===== src/rtl/fifo_pkg.sv =====
// Shared definitions for the single-clock FIFO family: read-mode constants,
// address-width helper and elaboration-time parameter legality checks.
package fifo_pkg;

    localparam int unsigned FIFO_MODE_STD  = 0;
    localparam int unsigned FIFO_MODE_FWFT = 1;

    // Ceiling log2; clog2(1) = 0.
    function automatic int unsigned clog2(input int unsigned value);
        int unsigned result;
        result = 0;
        for (longint unsigned p = 1; p < longint'(value); p = p << 1) begin
            result = result + 1;
        end
        return result;
    endfunction

    function automatic bit is_pow2(input int value);
        return (value > 0) && ((value & (value - 1)) == 0);
    endfunction

    // Depth must be a power of two >= 2 and thresholds ordered 0 <= ae < af <= depth.
    function automatic bit fifo_params_ok(input int depth, input int af_level,
                                          input int ae_level);
        return (depth >= 2) && is_pow2(depth) &&
               (ae_level >= 0) && (ae_level < af_level) && (af_level <= depth);
    endfunction

endpackage


===== src/rtl/fifo_regfile.sv =====
// FIFO storage: flop array with one synchronous write port and one
// asynchronous read port. Contents are deliberately not reset.
module fifo_regfile
    import fifo_pkg::*;
#(
    parameter int unsigned DATA_WIDTH = 8,
    parameter int unsigned FIFO_DEPTH = 16,
    parameter int unsigned ADDR_WIDTH = clog2(FIFO_DEPTH)
) (
    input  logic                  clk,
    input  logic                  wr_en,
    input  logic [ADDR_WIDTH-1:0] wr_addr,
    input  logic [DATA_WIDTH-1:0] wr_data,
    input  logic [ADDR_WIDTH-1:0] rd_addr,
    output logic [DATA_WIDTH-1:0] rd_data_c
);

    logic [DATA_WIDTH-1:0] mem [FIFO_DEPTH];

    always_ff @(posedge clk) begin
        if (wr_en) begin
            mem[wr_addr] <= wr_data;
        end
    end

    assign rd_data_c = mem[rd_addr];

endmodule


===== src/rtl/sync_fifo_ctrl.sv =====
// Single-clock FIFO with fill level, almost-full/empty thresholds, optional
// first-word-fall-through read and sticky overflow/underflow flags.
module sync_fifo_ctrl
    import fifo_pkg::*;
#(
    parameter int unsigned DATA_WIDTH = 8,
    parameter int unsigned FIFO_DEPTH = 16,
    parameter int unsigned ADDR_WIDTH = clog2(FIFO_DEPTH),
    parameter int          AF_LEVEL   = int'(FIFO_DEPTH) - 2,
    parameter int          AE_LEVEL   = 2,
    parameter int unsigned FWFT       = FIFO_MODE_STD
) (
    input  logic                  clk,
    input  logic                  rst,
    input  logic                  wr_en,
    input  logic [DATA_WIDTH-1:0] wr_data,
    input  logic                  rd_en,
    input  logic                  clr_err,
    output logic [DATA_WIDTH-1:0] rd_data,
    output logic                  rd_valid,
    output logic                  full,
    output logic                  empty,
    output logic                  almost_full,
    output logic                  almost_empty,
    output logic [ADDR_WIDTH:0]   level,
    output logic                  overflow,
    output logic                  underflow
);

    localparam int unsigned LW = ADDR_WIDTH + 1;
    localparam logic [LW-1:0] DEPTH_L = LW'(FIFO_DEPTH);
    localparam logic [LW-1:0] AF_L    = LW'(AF_LEVEL);
    localparam logic [LW-1:0] AE_L    = LW'(AE_LEVEL);

    // Reject illegal configurations during elaboration.
    if (!fifo_params_ok(int'(FIFO_DEPTH), AF_LEVEL, AE_LEVEL) ||
        (ADDR_WIDTH != clog2(FIFO_DEPTH)) ||
        (FWFT > FIFO_MODE_FWFT)) begin : g_bad_params
        $fatal(1, "sync_fifo_ctrl: illegal FIFO parameters");
    end

    logic [LW-1:0]         wptr;
    logic [LW-1:0]         rptr;
    logic [LW-1:0]         level_nxt;
    logic                  wr_accept;
    logic                  rd_accept;
    logic [DATA_WIDTH-1:0] mem_rd_data;

    // Acceptance uses the registered flags, so a dropped request never
    // benefits from a simultaneous opposite operation.
    assign wr_accept = wr_en && !full;
    assign rd_accept = rd_en && !empty;

    fifo_regfile #(
        .DATA_WIDTH (DATA_WIDTH),
        .FIFO_DEPTH (FIFO_DEPTH),
        .ADDR_WIDTH (ADDR_WIDTH)
    ) u_regfile (
        .clk       (clk),
        .wr_en     (wr_accept && !rst),
        .wr_addr   (wptr[ADDR_WIDTH-1:0]),
        .wr_data   (wr_data),
        .rd_addr   (rptr[ADDR_WIDTH-1:0]),
        .rd_data_c (mem_rd_data)
    );

    always_comb begin
        level_nxt = level;
        if (wr_accept && !rd_accept) begin
            level_nxt = level + LW'(1);
        end else if (rd_accept && !wr_accept) begin
            level_nxt = level - LW'(1);
        end
    end

    // Pointers, level, flags derived from the next level, and sticky errors.
    always_ff @(posedge clk) begin
        if (rst) begin
            wptr         <= '0;
            rptr         <= '0;
            level        <= '0;
            full         <= 1'b0;
            empty        <= 1'b1;
            almost_full  <= 1'b0;
            almost_empty <= 1'b1;
            overflow     <= 1'b0;
            underflow    <= 1'b0;
        end else begin
            if (wr_accept) begin
                wptr <= wptr + LW'(1);
            end
            if (rd_accept) begin
                rptr <= rptr + LW'(1);
            end
            level        <= level_nxt;
            full         <= (level_nxt == DEPTH_L);
            empty        <= (level_nxt == '0);
            almost_full  <= (level_nxt >= AF_L);
            almost_empty <= (level_nxt <= AE_L);
            // A new error event takes priority over a clear in the same cycle.
            if (wr_en && full) begin
                overflow <= 1'b1;
            end else if (clr_err) begin
                overflow <= 1'b0;
            end
            if (rd_en && empty) begin
                underflow <= 1'b1;
            end else if (clr_err) begin
                underflow <= 1'b0;
            end
        end
    end

    if (FWFT == FIFO_MODE_FWFT) begin : g_fwft
        // Head word is always presented; rd_en acknowledges it.
        assign rd_data  = mem_rd_data;
        assign rd_valid = !empty;
    end else begin : g_std
        always_ff @(posedge clk) begin
            if (rst) begin
                rd_data  <= '0;
                rd_valid <= 1'b0;
            end else begin
                rd_valid <= rd_accept;
                if (rd_accept) begin
                    rd_data <= mem_rd_data;
                end
            end
        end
    end

endmodule


===== config.mk =====
export PLATFORM = sky130hd
export DESIGN_NAME = sync_fifo_ctrl
export DESIGN_NICKNAME = d
export VERILOG_FILES = /design/src/rtl/fifo_pkg.sv /design/src/rtl/fifo_regfile.sv /design/src/rtl/sync_fifo_ctrl.sv
export SDC_FILE = /design/constraint.sdc
export NUM_CORES = 1
export LEC_CHECK = 0
export CORE_ASPECT_RATIO = 1.75
export CORE_MARGIN = 2
export CORE_UTILIZATION = 40
export DETAILED_ROUTE_END_ITERATION = 6
export REMOVE_ABC_BUFFERS = 1
export SKIP_CTS_REPAIR_TIMING = 1
export SLEW_MARGIN = 20
export SYNTH_ARGS = -nofsm -noshare
export SYNTH_HDL_FRONTEND = slang
export SYNTH_SLANG_ARGS = --single-unit

===== constraint.sdc =====
create_clock -name clk -period 2.3 [get_ports clk]
set_input_delay 0.46 -clock clk [delete_from_list [all_inputs] [get_ports clk]]
set_output_delay 0.46 -clock clk [all_outputs]
set_load 0.02 [all_outputs]

# Word level (Yosys, flattened, before mapping)
# Memories as Yosys holds them, arrays and structs flattened. A register that Yosys moved wholly into a read port is not among the register bits.
# Index checks and enable logic that the tools add are counted.
[op_classes] n_mux=7 n_eq_ne=1 order_cmp=2 addsub=4 n_reduce_logical=15
[op_table] cell="$add A5 B1 Y5 const B" n=3
[op_table] cell="$mux W5" n=2
[op_table] cell="$logic_and A1 B1 Y1" n=7
[op_table] cell="$eq A5 B5 Y1 const B" n=1
[op_table] cell="$ge A5 B4 Y1 const B" n=1
[op_table] cell="$le A5 B2 Y1 const B" n=1
[op_table] cell="$logic_not A1 Y1" n=5
[op_table] cell="$logic_not A5 Y1" n=1
[op_table] cell="$mux W1" n=5
[op_table] cell="$sub A5 B1 Y5 const B" n=1
[op_table] cell="$reduce_bool A2 Y1" n=2
[word_totals] ramBits=128 elab_cells=40 output_inout_bits=20 mem_count=1 reg_bits=22 inputBits=13
[mem_list] memory="u_regfile.mem" words=16 width=8 read_ports=1 rd_clocked_by_memory_dff=1 wr=1 line="fifo_regfile.sv:18" source="logic [DATA_WIDTH-1:0] mem [FIFO_DEPTH];"

# Logic depth before layout (Yosys ltp)
# Gate-level depths: netlist of run 1.
[depth] depth_word=7 depth_mapped=7 ltp_nobuf=6

# Cells and area by module
# Synthesis of run 1 repeated with hierarchy kept, for this count alone.
[unflattened] hier_cells=364 area_unflattened_um2=6242.2
[by_module_without_submodules] module="fifo_regfile" area_per_inst_um2=4987.3 n_inst=1 seq_area_each_um2=3843.7 cells_per_inst=221
[by_module_without_submodules] module="sync_fifo_ctrl" area_per_inst_um2=1255.0 n_inst=1 seq_area_each_um2=560.5 cells_per_inst=143

# Worst setup path before layout of run 1
# OpenSTA, ideal clock, no wires.
[synth_path] kind="reg2reg" startpoint="reg level[0]" endpoint="reg almost_full" path_buffers=0 path_slack_ns=0.497 setup_time_ns=0.075 t_required_ns=2.225 t_arrival_ns=1.727 period_less_slack_ns=1.803 path_stages_with_launch=7 path_cell_list="dfxtp_1 > inv_1 > ha_1 > a211oi_2 > nor4_2 > or4_1 > o22ai_1"
[synth_between] elab_chain_len=4 word_cells_on_any_way=5 cone_classes="add/sub: 2; order compare: 1; mux: 2"
[synth_lines] item="from (decl)" line="sync_fifo_ctrl.sv:25" source="output logic [ADDR_WIDTH:0] level,"
[synth_lines] item="from (signal assigned)" line="sync_fifo_ctrl.sv:95" source="level <= level_nxt;"
[synth_lines] item="$sub A5 B1 Y5" line="sync_fifo_ctrl.sv:72" source="level_nxt = level - LW'(1);"
[synth_lines] item="$mux W5" line="sync_fifo_ctrl.sv:71" source="end else if (rd_accept && !wr_accept) begin"
[synth_lines] item="$mux W5 *" line="sync_fifo_ctrl.sv:69" source="if (wr_accept && !rd_accept) begin"
[synth_lines] item="$ge A5 B4 Y1 *" line="sync_fifo_ctrl.sv:98" source="almost_full <= (level_nxt >= AF_L);"
[synth_lines] item="to (signal assigned)" line="sync_fifo_ctrl.sv:98"
[synth_lines] item="to (decl)" line="sync_fifo_ctrl.sv:23" source="output logic almost_full,"
# Mark *: on every way between the ends. The rest lies on a longest branch, timed or not.
# A chain may end at the register's enable or synchronous reset.

# Worst setup path after layout of run 1
[layout_path] startpoint="reg level[0]" endpoint="out level[0]"
# No word-level cell between the ends.

==> results.toml, run 1 <==
[run]
maxCapViolCount = 0

[placement]
postPlaceCellArea_mm2 = 0.006915
gp_congestion = 0.7975
io_buffers = 32
place_hpwl_um = 8795
dp.cells = 604

[pwr]
p_int_mw = 5.337
ir_worst_vdd_mv = 0.4257
share_seq_of_total_power_pct = 45.4
leakage_nw = 2.506
netSwitchingPower_mw = 1.737
p_per_area_mw_per_mm2 = 938.1
switching_share_pct = 24.56
pwr-share-comb_pct = 13.0
p_clk_share_pct = 41.6

[worst_setup_path]
timing_worst_setup_path_type = "reg -> out"
timing.critical_path.max_delay_family = "buffers and inverters"
cp_cell_sequence = "clkdlybuf4s50_1"
cpPeakStageDelay_ns = 0.67
timing.critical_path.required_ns = 1.84
crit_buf_inv = 1
setup.worst_path.start_class = "flip-flop"
cpMaxStageDelayCell = "sky130_fd_sc_hd__clkdlybuf4s50_1"
critPathArrivalTime_ns = 1.59
timing.critical_path.to_type = "output pin"
cp_max_fo = 10

[timing]
period_minus_slack_ns = 2.053
maximum_clock_skew_at_final_layout_ns = 0.01066
grt_setup_unrepaired = "false"
timing.final.setup_violations = 0
worst_slew_margin_rel_pct = 62.47
fmax_mhz = 487.1
worstMarginPinSlew_ns = 0.5611
final.setup.tns_ns = 0
final.period_utilization_pct = 89.27
slew_violations = 0
report.final.hold_viol_count = 0

[global_route]
grt_start_max_net_pins = 36
gr-total-overflow = 0
grt_first_pass_wirelength_um = 19780
via_count_of_the_first_global_routing_pass = 3676
antenna_violations_before_repair = 0
grtUsageTotal_pct = 16.09

[synthesis]
top_cell_type_s_share_of_synthesized_area_pct = 62.31
synthTopCellsByCount = "sky130_fd_sc_hd__edfxtp_1 (128), sky130_fd_sc_hd__nor2_1 (42), sky130_fd_sc_hd__mux4_2 (32), sky130_fd_sc_hd__dfxtp_1 (28), sky130_fd_sc_hd__nand2_1 (22)"
post_synth_inst_count = 367
ys_types = 42
synth_top_area_cell = "sky130_fd_sc_hd__edfxtp_1"
synth-edff-count = 128
async_flop_share_pct = 0
yosysWarnings = 0
synth.most_common_cell = "sky130_fd_sc_hd__edfxtp_1"
synth-seq-area-share_pct = 71.40
synthesis.area_per_instance_um2 = 16.81
synth_seq_cells = 156
post_synth_main_area_contributors = "sky130_fd_sc_hd__edfxtp_1 (62%), sky130_fd_sc_hd__mux4_2 (12%), sky130_fd_sc_hd__dfxtp_1 (9.1%), sky130_fd_sc_hd__nor2_1 (2.6%), sky130_fd_sc_hd__ha_1 (1.4%)"
postSynth.topFlopCell = "sky130_fd_sc_hd__edfxtp_1"
synth_area_mm2 = 0.006168

[detailed_routing]
antenna_violating_nets_post_route = 0
vias_per_cell = 5.352
route.vias.total = 3404
route.detailed.wl_per_inst_um = 19.65
drc = 0
routed_wl_um = 12500
drtPass1Iterations = 4
drt_iter0_markers = 161

[finish]
area_growth_pct = 22.25
design_area_mm2 = 0.007541
layout.core_utilization_pct = 49.48
layout.filler_cells = 1295
antennaDiodeCount = 0
final_cells = 636
nNetsFinal = 457
layout-drive-gt1-share_pct = 23.78

[outcome]
outcome = "finished clean"

[floorplan]
die_h_um = 168.3
floorplan.core_area_mm2 = 0.01524
floorplan.io_pins = 33
placement_rows = 60
die-area_mm2 = 0.01647
fp.dieW_um = 97.87
floorplan.initialDensity_pct = 40.48

[cts]
tritoncts = "yes"
clock_path_buffers = 2
h-tree-depth = 4
clkLatencyLatePin_ns = 0.42
cts_inserted_buffers = 17
tritoncts_num_sinks = 156
path_clk_slew_ns = 0.07
buffer_cell_driving_the_clock_tree_root = "sky130_fd_sc_hd__clkbuf_16"

[min_path]
hold_path_class = "reg -> reg"
==> per-stage QoR <==
stage	power [mW]	setup slack, ns	hold slack, ns
floorplan	3.826	-0.4248	0.4757
global placement	4.189	0.05556	0.4754
detailed placement	4.202	-0.0005442	0.4896
CTS	7.144	0.2204	0.5055
global route	7.339	0.1692	0.5428
finish	7.074	0.2469	0.5024
==> path summary, 6_finish.rpt <==
check                                              from  depth (start not counted)                       to  slack, ns
worst min-delay path            rd_data[4]$_SDFFE_PP0P_                          2  rd_data[4]$_SDFFE_PP0P_       0.50
worst max-delay path                level[0]$_SDFF_PP0_                          1                 level[0]       0.25
worst max register to register      level[0]$_SDFF_PP0_                          6   almost_full$_SDFF_PP0_       0.42
worst min register to register  rd_data[4]$_SDFFE_PP0P_                          2  rd_data[4]$_SDFFE_PP0P_       0.50
==> final cells by class <==
class	count	area (µm²)	area share, %
flip-flops and latches	156	4405	58.42
clock buffers	17	425.4	5.641
well taps	186	232.7	3.086
clock inverters	15	200.2	2.655
multi-input cells	186	1644	21.80
inverters	8	30.03	0.3982
repair buffers	68	603.1	7.997
==> logic make-up (layout without fill, tap and decap cells) <==
group | count (synthesis) | after routing | share of synthesized area [%]
AOI/OAI and AO/OA | 40 | 40 | 4.665
xor gates and xnor gates | 9 | 9 | 1.278
adders and majority gates | 7 | 7 | 1.420
buffers and inverters | 25 | 108 | 1.947
DFF | 156 | 156 | 71.40
muxes | 32 | 32 | 11.68
and+or+nand+nor | 98 | 98 | 7.607
==> power groups by stage <==
stage / registers, mW / clock network, mW / logic, mW
global route: 3.22 / 3.11 / 1.01
global placement: 3.27 / 0 / 0.919
CTS: 3.21 / 3.00 / 0.932
detailed placement: 3.27 / 0 / 0.928
finish: 3.21 / 2.95 / 0.918
floorplan: 3.38 / 0 / 0.448
==> sequential cells by signal (all words and copies together), names as in the netlist <==
signal / cells
underflow: 1
rd_valid: 1
empty: 1
rptr: 4
u_regfile.mem: 128
almost_full: 1
wptr: 4
almost_empty: 1
rd_data: 8
level: 5
overflow: 1
full: 1
==> metal layers <==
| metal | GRT usage, % | vias up | share of wire (%) |
|---|---|---|---|
| li1 | - | 1578 | - |
| met1 | 17.28 | 1728 | 38 |
| met2 | 29.66 | 79 | 57 |
| met3 | 3.238 | 19 | 2.6 |
| met4 | 7.850 | 0 | 2.3 |
| met5 | 0 | - | 0 |
==> worst reg2reg max path, delay by kind of cell, from the launching register on <==
family	cells	cell delay [ns]
buffers and inverters	1	0.08
adder cells (fa/ha/maj)	1	0.23
AO/OA/AOI/OAI	2	0.38
flip-flops	1	0.51
AND/OR/NAND/NOR	2	0.60
==> layout by cell type (no fill, tap or decap), types with 5 or more instances in the layout <==
cell type and count:
sky130_fd_sc_hd__ha_1 7, sky130_fd_sc_hd__xnor2_1 5, sky130_fd_sc_hd__inv_1 8, sky130_fd_sc_hd__a22oi_1 10, sky130_fd_sc_hd__clkdlybuf4s50_1 32, sky130_fd_sc_hd__nand2_1 22
sky130_fd_sc_hd__mux4_2 32, sky130_fd_sc_hd__edfxtp_1 128, sky130_fd_sc_hd__inv_8 6, sky130_fd_sc_hd__nor2_1 42, sky130_fd_sc_hd__a21oi_1 11, sky130_fd_sc_hd__clkbuf_16 17
sky130_fd_sc_hd__buf_4 35, sky130_fd_sc_hd__dfxtp_1 27, sky130_fd_sc_hd__nand3_1 10, sky130_fd_sc_hd__a31oi_1 8
No activity file was read; power rests on OpenSTA's default activity.
==> inputs of run 2 (changes only) <==
Settings changed: PLACE_DENSITY_LB_ADDON from default to 0.1, SYNTH_HIERARCHICAL from default to 1.
==> run 2 against run 1 <==
Clock power down 11%. Utilization down 0.68 points. Sequential share of layout area up 0.52 points. Total power up 0.76%. Setup slack worse by 0.025 ns. Critical endpoint is now u_regfile/mem[0][0]$_DFFE_PP_. Maximum frequency down 1.2%. Sequential power up 1%. Highest routed layer unchanged. Register-to-register slack worse by 0.09 ns.
==> results.toml, run 2 <==
[outcome]
outcome = "finished clean"

[detailed_routing]
vias_per_cell = 5.294
drc = 0
route.detailed.wl_per_inst_um = 20.47
routed_wl_um = 12810
drtPass1Iterations = 4
drt_iter0_markers = 230
antenna_violating_nets_post_route = 0
route.vias.total = 3314

[synthesis]
ys_types = 45
synth_seq_cells = 156
synth-seq-area-share_pct = 70.56
synth_area_mm2 = 0.006242
synth_top_area_cell = "sky130_fd_sc_hd__edfxtp_1"
top_cell_type_s_share_of_synthesized_area_pct = 61.58
post_synth_xor_area_fraction_pct = 1.122
yosys.area_share.adder_pct = 0.8018
post_synthesis_compound_gate_area_fraction_pct = 4.490
async_flop_share_pct = 0
yosysWarnings = 6
synthTopCellsByCount = "sky130_fd_sc_hd__edfxtp_1 (128), sky130_fd_sc_hd__nand2_1 (34), sky130_fd_sc_hd__nor2_1 (29), sky130_fd_sc_hd__dfxtp_1 (28)"
yosys-mux-area-fraction_pct = 12.63
post_synth_main_area_contributors = "sky130_fd_sc_hd__edfxtp_1 (62%), sky130_fd_sc_hd__dfxtp_1 (9.0%), sky130_fd_sc_hd__mux4_2 (6.5%), sky130_fd_sc_hd__mux4_1 (5.9%), sky130_fd_sc_hd__a22oi_1 (2.2%)"
postSynth.topFlopCell = "sky130_fd_sc_hd__edfxtp_1"
synth.most_common_cell = "sky130_fd_sc_hd__edfxtp_1"
post_synth_inst_count = 364
synth_top_family_by_area = "multiplexers"
synthesis.area_per_instance_um2 = 17.15
synth-simple-area-share_pct = 7.998
synth-edff-count = 128

[timing]
period_minus_slack_ns = 2.078
report.final.hold_viol_count = 0
layout_setup_ws_ns = 0.2220
slew_violations = 0
worstMarginPinSlew_ns = 0.6709
final.setup.tns_ns = 0
final_layout_worst_hold_slack_ns = 0.4520
final.period_utilization_pct = 90.35
grt_setup_unrepaired = "false"
maximum_clock_skew_at_final_layout_ns = 0.009339
timing.final.setup_violations = 0
fmax_mhz = 481.2
worst_slew_margin_rel_pct = 55.18

[finish]
largest_register_ffs = 128
final_cells = 626
biggestRegsByFlops = "u_regfile/mem: 128 flops, rd_data: 8 flops, level: 5 flops"
nNetsFinal = 444
area_growth_pct = 19.74
multiInputGateArea_mm2 = 0.001688
design_area_mm2 = 0.007475
top_register = "u_regfile/mem"
layout.filler_cells = 1325
layout.core_utilization_pct = 48.81
antennaDiodeCount = 0
layout.area.seq_mm2 = 0.004405
most_common_library_cell_in_the_layout_ignoring_fill_and_taps = "sky130_fd_sc_hd__edfxtp_1"
layout-drive-gt1-share_pct = 20.23
most-common-layout-cells = "sky130_fd_sc_hd__edfxtp_1 (128), sky130_fd_sc_hd__nand2_1 (34), sky130_fd_sc_hd__clkdlybuf4s50_1 (32)"

[worst_setup_path]
cp_max_fo = 8
timing.critical_path.to_type = "flip-flop"
critPathArrivalTime_ns = 2.19
setup.worst_path.start_class = "primary input"
timing_worst_setup_path_type = "in -> reg"
timing.critical_path.required_ns = 2.42

[pwr]
p_clk_share_pct = 36.8
pwr-share-comb_pct = 17.5
netSwitchingPower_mw = 1.887
p_int_mw = 5.241
p_per_area_mw_per_mm2 = 953.6
switching_share_pct = 26.47
leakage_nw = 2.496
share_seq_of_total_power_pct = 45.6
finalPower_mw = 7.128
ir_worst_vdd_mv = 0.4921

[placement]
gp_congestion = 0.8449
io_buffers = 32
pre_cts_ws_ns = -0.1956
place_hpwl_um = 8813
dp.cells = 594
postPlaceCellArea_mm2 = 0.006915

[floorplan]
die_h_um = 169.3
die-area_mm2 = 0.01666
fp.dieW_um = 98.43
floorplan.io_pins = 33
placement_rows = 60
floorplan.initialDensity_pct = 40.76
floorplan.core_area_mm2 = 0.01531

[cts]
h-tree-depth = 4
path_clk_slew_ns = 0.07
cts_inserted_buffers = 17
clock_path_buffers = 2
tritoncts_num_sinks = 156
buffer_cell_driving_the_clock_tree_root = "sky130_fd_sc_hd__clkbuf_16"
clkLatencyLatePin_ns = 0.42
tritoncts = "yes"

[global_route]
antenna_violations_before_repair = 0
grt_start_max_net_pins = 36
via_count_of_the_first_global_routing_pass = 3575
grt_first_pass_wirelength_um = 20220
gr-total-overflow = 0
grtUsageTotal_pct = 16.58

[min_path]
hold_path_class = "reg -> reg"

[run]
maxCapViolCount = 0
## run 2: changes by cell type after synthesis, moves of 8 or more
cell	before	now
sky130_fd_sc_hd__mux4_1	0	14
sky130_fd_sc_hd__mux4_2	32	18
sky130_fd_sc_hd__nor2_1	42	29
sky130_fd_sc_hd__nand2_1	22	34
sky130_fd_sc_hd__a22oi_1	10	18
sky130_fd_sc_hd__a31oi_1	8	0
## run 2: cells by family after synthesis
kind of cell | count (synthesis)
flops | 156
compound gates | 39
buf+inv | 23
mux | 33
fa+ha+maj | 4
simple gates | 101
xor+xnor | 8
## run 2: final timing paths
path	from	end	slack (ns)	depth (start not counted)
min reg2reg	rd_data[1]$_SDFFE_PP0P_	rd_data[1]$_SDFFE_PP0P_	0.45	2
max reg2reg	full$_SDFF_PP0_	u_regfile/mem[0][0]$_DFFE_PP_	0.33	5
max	wr_en	u_regfile/mem[0][0]$_DFFE_PP_	0.22	6
min	rd_data[1]$_SDFFE_PP0P_	rd_data[1]$_SDFFE_PP0P_	0.45	2
## run 2: cell type report
class | count | share of cell area [%]
inverter | 5 | 0.2511
timing repair buffer | 62 | 7.633
tap | 186 | 3.113
clock buffer | 19 | 6.076
sequential | 156 | 58.94
clock inverter | 13 | 1.406
multi-input combinational | 185 | 22.58
## run 2: critical path, cell delays in order
cell                              delay, ns
sky130_fd_sc_hd__clkdlybuf4s50_1       0.48
sky130_fd_sc_hd__nand2b_1              0.10
sky130_fd_sc_hd__nor2_1                0.24
sky130_fd_sc_hd__or3b_2                0.52
sky130_fd_sc_hd__nor3_1                0.17
sky130_fd_sc_hd__buf_4                 0.22
## run 2: power by group through the flow
stage / combinational, mW / sequential (mW) / clock (mW)
2_1_floorplan: 0.625 / 3.46 / 0
3_3_place_gp: 1.26 / 3.32 / 0
3_5_place_dp: 1.27 / 3.32 / 0
4_1_cts: 1.28 / 3.26 / 2.70
5_1_grt: 1.37 / 3.27 / 2.82
6_report: 1.25 / 3.25 / 2.63
## run 2: routing by layer
metal  track usage, %  wire length [µm]  vias up
li1                 -                 -     1558
met1            17.56              4717     1676
met2            31.23              7462       61
met3            3.954               327       19
met4            6.432               306        0
met5                0                 0        -
==> inputs of run 3 (changes only) <==
Settings changed: PLACE_DENSITY from default to 0.65, PLACE_DENSITY_LB_ADDON 0.1 to default, SYNTH_HIERARCHICAL 1 to default.
==> run 3 against run 2 <==
Via count up 4.3%. Clock power about the same. Wire length up 3.6%. First-iteration DRC count up 19%. Flip-flop and latch count unchanged. Cell area up 0.23%. Non-clock buffer count up 6. Count of clock-buffer cells in the layout down 1. Die area down 1.1%. Global-route usage up 0.16 points. Critical path type is now reg -> out. Highest routed layer unchanged.
==> results.toml, run 3 (synthesized netlist as in run 1, its figures left out) <==
[outcome]
outcome = "finished clean"

[detailed_routing]
antenna_violating_nets_post_route = 0
routed_wl_um = 13270
route.detailed.wl_per_inst_um = 20.86
drt_iter0_markers = 273
drtPass1Iterations = 4
vias_per_cell = 5.434
drc = 0
route.vias.total = 3456

[finish]
biggestRegsByFlops = "u_regfile.mem: 128 flops, rd_data: 8 flops, level: 5 flops"
layout.core_utilization_pct = 49.16
most_common_library_cell_in_the_layout_ignoring_fill_and_taps = "sky130_fd_sc_hd__edfxtp_1"
most-common-layout-cells = "sky130_fd_sc_hd__edfxtp_1 (128), sky130_fd_sc_hd__nor2_1 (42), sky130_fd_sc_hd__buf_4 (34)"
antennaDiodeCount = 0
largest_register_ffs = 128
final_cells = 636
area_growth_pct = 21.46
nNetsFinal = 457
top_register = "u_regfile.mem"
layout-drive-gt1-share_pct = 24.00

[floorplan]
die-area_mm2 = 0.01647
floorplan.io_pins = 33
placement_rows = 60
fp.dieW_um = 97.87
floorplan.initialDensity_pct = 40.48
die_h_um = 168.3
floorplan.core_area_mm2 = 0.01524

[worst_setup_path]
cp_num_cells = 1
cpPeakStageDelay_ns = 0.67
cpMaxStageDelayCell = "sky130_fd_sc_hd__clkdlybuf4s50_1"
crit_buf_inv = 1
timing.critical_path.to_type = "output pin"
timing.critical_path.required_ns = 1.84
timing.critical_path.max_delay_family = "buffers and inverters"
r2r.worst_path.cells = 6
cp_max_fo = 10
critPathArrivalTime_ns = 1.60
timing_worst_setup_path_type = "reg -> out"
cp_cell_sequence = "clkdlybuf4s50_1"
setup.worst_path.start_class = "flip-flop"

[timing]
worstMarginPinSlew_ns = 0.7273
period_minus_slack_ns = 2.058
fmax_mhz = 485.8
worst_slew_margin_rel_pct = 51.36
final.period_utilization_pct = 89.50
final.setup.tns_ns = 0
maximum_clock_skew_at_final_layout_ns = 0.009322
timing.final.setup_violations = 0
slew_violations = 0
grt_setup_unrepaired = "false"
final_layout_worst_hold_slack_ns = 0.4964
report.final.hold_viol_count = 0

[pwr]
leakage_nw = 2.475
finalPower_mw = 6.790
ir_worst_vdd_mv = 0.4765
p_per_area_mw_per_mm2 = 906.3

[cts]
clkLatencyLatePin_ns = 0.42
cts_inserted_buffers = 17
buffer_cell_driving_the_clock_tree_root = "sky130_fd_sc_hd__clkbuf_16"
tritoncts_num_sinks = 156
tritoncts = "yes"
path_clk_slew_ns = 0.06
clock_path_buffers = 2
h-tree-depth = 4

[placement]
place_hpwl_um = 9292
dp.cells = 604
gp_congestion = 0.8704
io_buffers = 32

[global_route]
gr-total-overflow = 0
via_count_of_the_first_global_routing_pass = 3712
grt_start_max_net_pins = 30
antenna_violations_before_repair = 0
grtUsageTotal_pct = 16.74
grt_first_pass_wirelength_um = 20360

[min_path]
hold_path_class = "reg -> reg"
min_path_cells = 2

[run]
maxCapViolCount = 0
run 3: cell types whose count changed in the layout (fill, tap and decap cells not counted), sizes merged, moves of 3 or more:
cell	delta
nand2	-13
nor2	+13
a22oi	-8
a31oi	+8
buf	+6
nand3	+6
nor3	-6
inv	+4
and3	-3
ha	+3
run 3: metal layers:
metal  vias to the layer above  track usage [%]  wire length [µm]
met4                         0            9.481               632
met3                        32            3.404               479
met2                        95            30.46              7350
li1                       1575                -                 -
met1                      1754            17.72              4805
met5                         -                0                 0
run 3: final timing paths:
| path | from | to | slack [ns] |
|---|---|---|---|
| worst max-delay path | level[0]$_SDFF_PP0_ | level[0] | 0.24 |
| worst min-delay path | rd_data[6]$_SDFFE_PP0P_ | rd_data[6]$_SDFFE_PP0P_ | 0.50 |
| worst max register to register | rptr[1]$_SDFFE_PP0P_ | rd_data[5]$_SDFFE_PP0P_ | 0.27 |
| worst min register to register | rd_data[6]$_SDFFE_PP0P_ | rd_data[6]$_SDFFE_PP0P_ | 0.50 |
run 3: per-stage QoR:
stage	setup WS, ns	instance area (µm²)
after floorplan	-0.4248	6078
after global placement	0.06474	6928
after detailed placement	-0.008187	6928
after CTS	0.2228	7492
after global routing	0.1529	7492
final	0.2415	7492
run 3: where the power goes:
group / internal [mW] / switching (mW) / total, mW / leakage (nW)
combinational: 0.443 / 0.483 / 0.926 / 0.820
sequential: 3.14 / 0.0754 / 3.21 / 1.38
clock: 1.45 / 1.20 / 2.65 / 0.273
total: 5.03 / 1.76 / 6.79 / 2.48
run 3: worst min-delay path: stages, from the launching register on:
cell,delay (ns)
sky130_fd_sc_hd__dfxtp_1,0.33
sky130_fd_sc_hd__a21oi_1,0.06
sky130_fd_sc_hd__nor2_1,0.07
run 3: layout make-up:
cell class              instances  area, µm²
clock buffers                  18      439.2
clock inverters                14      125.1
fillers                      1284       7747
inverters                       8      30.03
multi-input cells             186       1644
flip-flops and latches        156       4405
well taps                     186      232.7
repair buffers                 68      615.6
==> variant, RTL diff (config.mk and constraints of run 1) <==
Reset style: asynchronous (`rst`), changed in 2 clocked blocks.
--- a/src/rtl/sync_fifo_ctrl.sv
+++ b/src/rtl/sync_fifo_ctrl.sv
@@ -74,7 +74,7 @@
     end
 
     // Pointers, level, flags derived from the next level, and sticky errors.
-    always_ff @(posedge clk) begin
+    always_ff @(posedge clk or posedge rst) begin
         if (rst) begin
             wptr         <= '0;
             rptr         <= '0;
@@ -116,7 +116,7 @@
         assign rd_data  = mem_rd_data;
         assign rd_valid = !empty;
     end else begin : g_std
-        always_ff @(posedge clk) begin
+        always_ff @(posedge clk or posedge rst) begin
             if (rst) begin
                 rd_data  <= '0;
                 rd_valid <= 1'b0;
Behaviour: differs if rst is asserted again (counterexample within 4 cycles, from zero or initial values and one cycle with rst high); with rst held inactive, the same outputs for 4 cycles.
==> variant against run 1 <==
Wire length is 8.7% higher; final area increased by 1.2%; clock skew down 0.0012 ns; hold slack got worse by 0.019 ns; sequential cell count did not move; utilization decreased by 0.15 points; worst setup slack worse by 0.0031 ns; critical path depth unchanged; cell count rose by 6.8%; synthesized area up 2.7%; critical path type unchanged.
Power is not compared: it rests on default switching activity, and its combinational part moved more than twofold at a synthesized area within 25%.
==> variant: results (changes against run 1) <==
GRT
  • Largest net degree at the start of global routing: 29 (-19%)
  • First-pass GRT wire length: 20.6 mm (+4.1%)
  • Antenna violations before repair: 0 (unchanged)
  • Global-route usage over all layers: 16.9% (+0.83 points)
  • Vias in the first global route: 3633 (-1.2%)

Logic synthesis
  • Async S/R FF share, synth: 17.9% (+18 points)
  • Adder-cell share of the synthesized area: 1.38% (-0.038 points)
  • Cell types occupying the most area after synthesis: sky130_fd_sc_hd__edfxtp_1 (61%), sky130_fd_sc_hd__dfrtp_1 (10%), sky130_fd_sc_hd__mux2i_1 (10%)
  • Distinct cells, synth: 41 (-2.4%)
  • Sequential fraction of the synthesis area: 71.7% (+0.35 points)
  • Most used DFF post-synth: sky130_fd_sc_hd__edfxtp_1
  • Post-Synth XOR/XNOR Area: 1.80% (+0.52 points)

Timing
  • Slew of the pin with the lowest slew margin: 0.671 ns (+0.110 ns)
  • Setup Skew: 0.00951 ns (-0.00115 ns)

Finish
  • Fill cells: 1302 (+0.54%)
  • Layout cells sized above 1: 15.6% (-8.2 points)
  • Diode insertion count for antenna repair: 0 (unchanged)
  • Number of nets in the finished design: 500 (+9.4%)

Routing
  • Starting DRT DRC Count: 178 (+11%)
  • Final routed wire length divided by cell count: 20.0 um (+1.8%)

Critical path
  • Largest driver fanout on the critical path: 4 (-6)

Clock tree
  • Clock transition at the registers of the reported paths: about 0.06 ns

Placed design
  • Detailed placer's ending HPWL: 9.31 mm (+5.8%)
  • GPL Wtd Cong: 0.841 (+5.5%)

Min path
  • Kind of path behind the tightest hold check: reg -> reg

Status
  • Run status: completed
==> variant: cell count changes in the layout (fill, tap and decap cells not counted), sizes merged, moves of 8 or more <==
cell | run 1 | this run
mux2i | 0 | 64
mux4 | 32 | 0
dfxtp | 28 | 0
dfrtp | 0 | 26
nand2 | 22 | 42
nor2 | 42 | 22
nand3 | 10 | 22
a31oi | 8 | 0
==> variant: area by class of cell <==
| type | instances | share of cell area [%] |
|---|---|---|
| well taps | 186 | 3.05 |
| repair buffers | 64 | 7.51 |
| flip-flops and latches | 156 | 59.6 |
| clock inverters | 14 | 2.05 |
| multi-input cells | 232 | 21.6 |
| clock buffers | 18 | 5.62 |
| inverters | 9 | 0.476 |
==> variant: final timing paths <==
path	from	end	depth (start not counted)
min in group asynchronous	rst	wptr[2]	3
min	rd_data[2]	rd_data[2]	2
max in group asynchronous	rst	almost_empty	3
max	level[3]	level[3]	1
min reg2reg	rd_data[2]	rd_data[2]	2
max reg2reg	empty	full	6
==> variant: per-stage QoR <==
| step | hold slack (ns) | worst slack [ns] | TNS (ns) | cell area (um^2) | instances |
|---|---|---|---|---|---|
| finish | 0.484 | 0.244 | 0 | 7630 | 679 |
| global route | 0.522 | 0.218 | 0 | 7630 | 679 |
| CTS | 0.491 | 0.223 | 0 | 7630 | 679 |
| detailed placement | 0.478 | 0.0150 | 0 | 7040 | 647 |
| global placement | 0.474 | 0.0300 | 0 | 7040 | 647 |
| floorplan | 0.492 | -0.640 | -6.78 | 6230 | 397 |
==> variant: kinds of logic after synthesis <==
family / Yosys count
DFF: 156
and+or+nand+nor: 107
muxes: 64
AOI/OAI and AO/OA: 44
buffers and inverters: 28
xor gates and xnor gates: 10
adders and majority gates: 7
==> variant: power groups by stage <==
stage | registers [mW] | clock network, mW | logic, mW
after floorplan | 4.09 | 0 | 1.53
after global placement | 3.88 | 0 | 2.82
after detailed placement | 3.90 | 0 | 2.84
after CTS | 3.84 | 2.80 | 2.85
after global routing | 3.88 | 2.91 | 3.05
final | 3.83 | 2.75 | 2.81
==> variant: per-layer routing <==
layer  track usage (%)  routed length (um)  up-vias  share of wire (%)
met3              3.02                 449       33                3.3
met1              17.3                4800     1834                 35
li1                  -                   -     1679                  -
met5                 0                   0        -                  0
met4              9.41                 578        0                4.3
met2              31.8                7750       84                 57
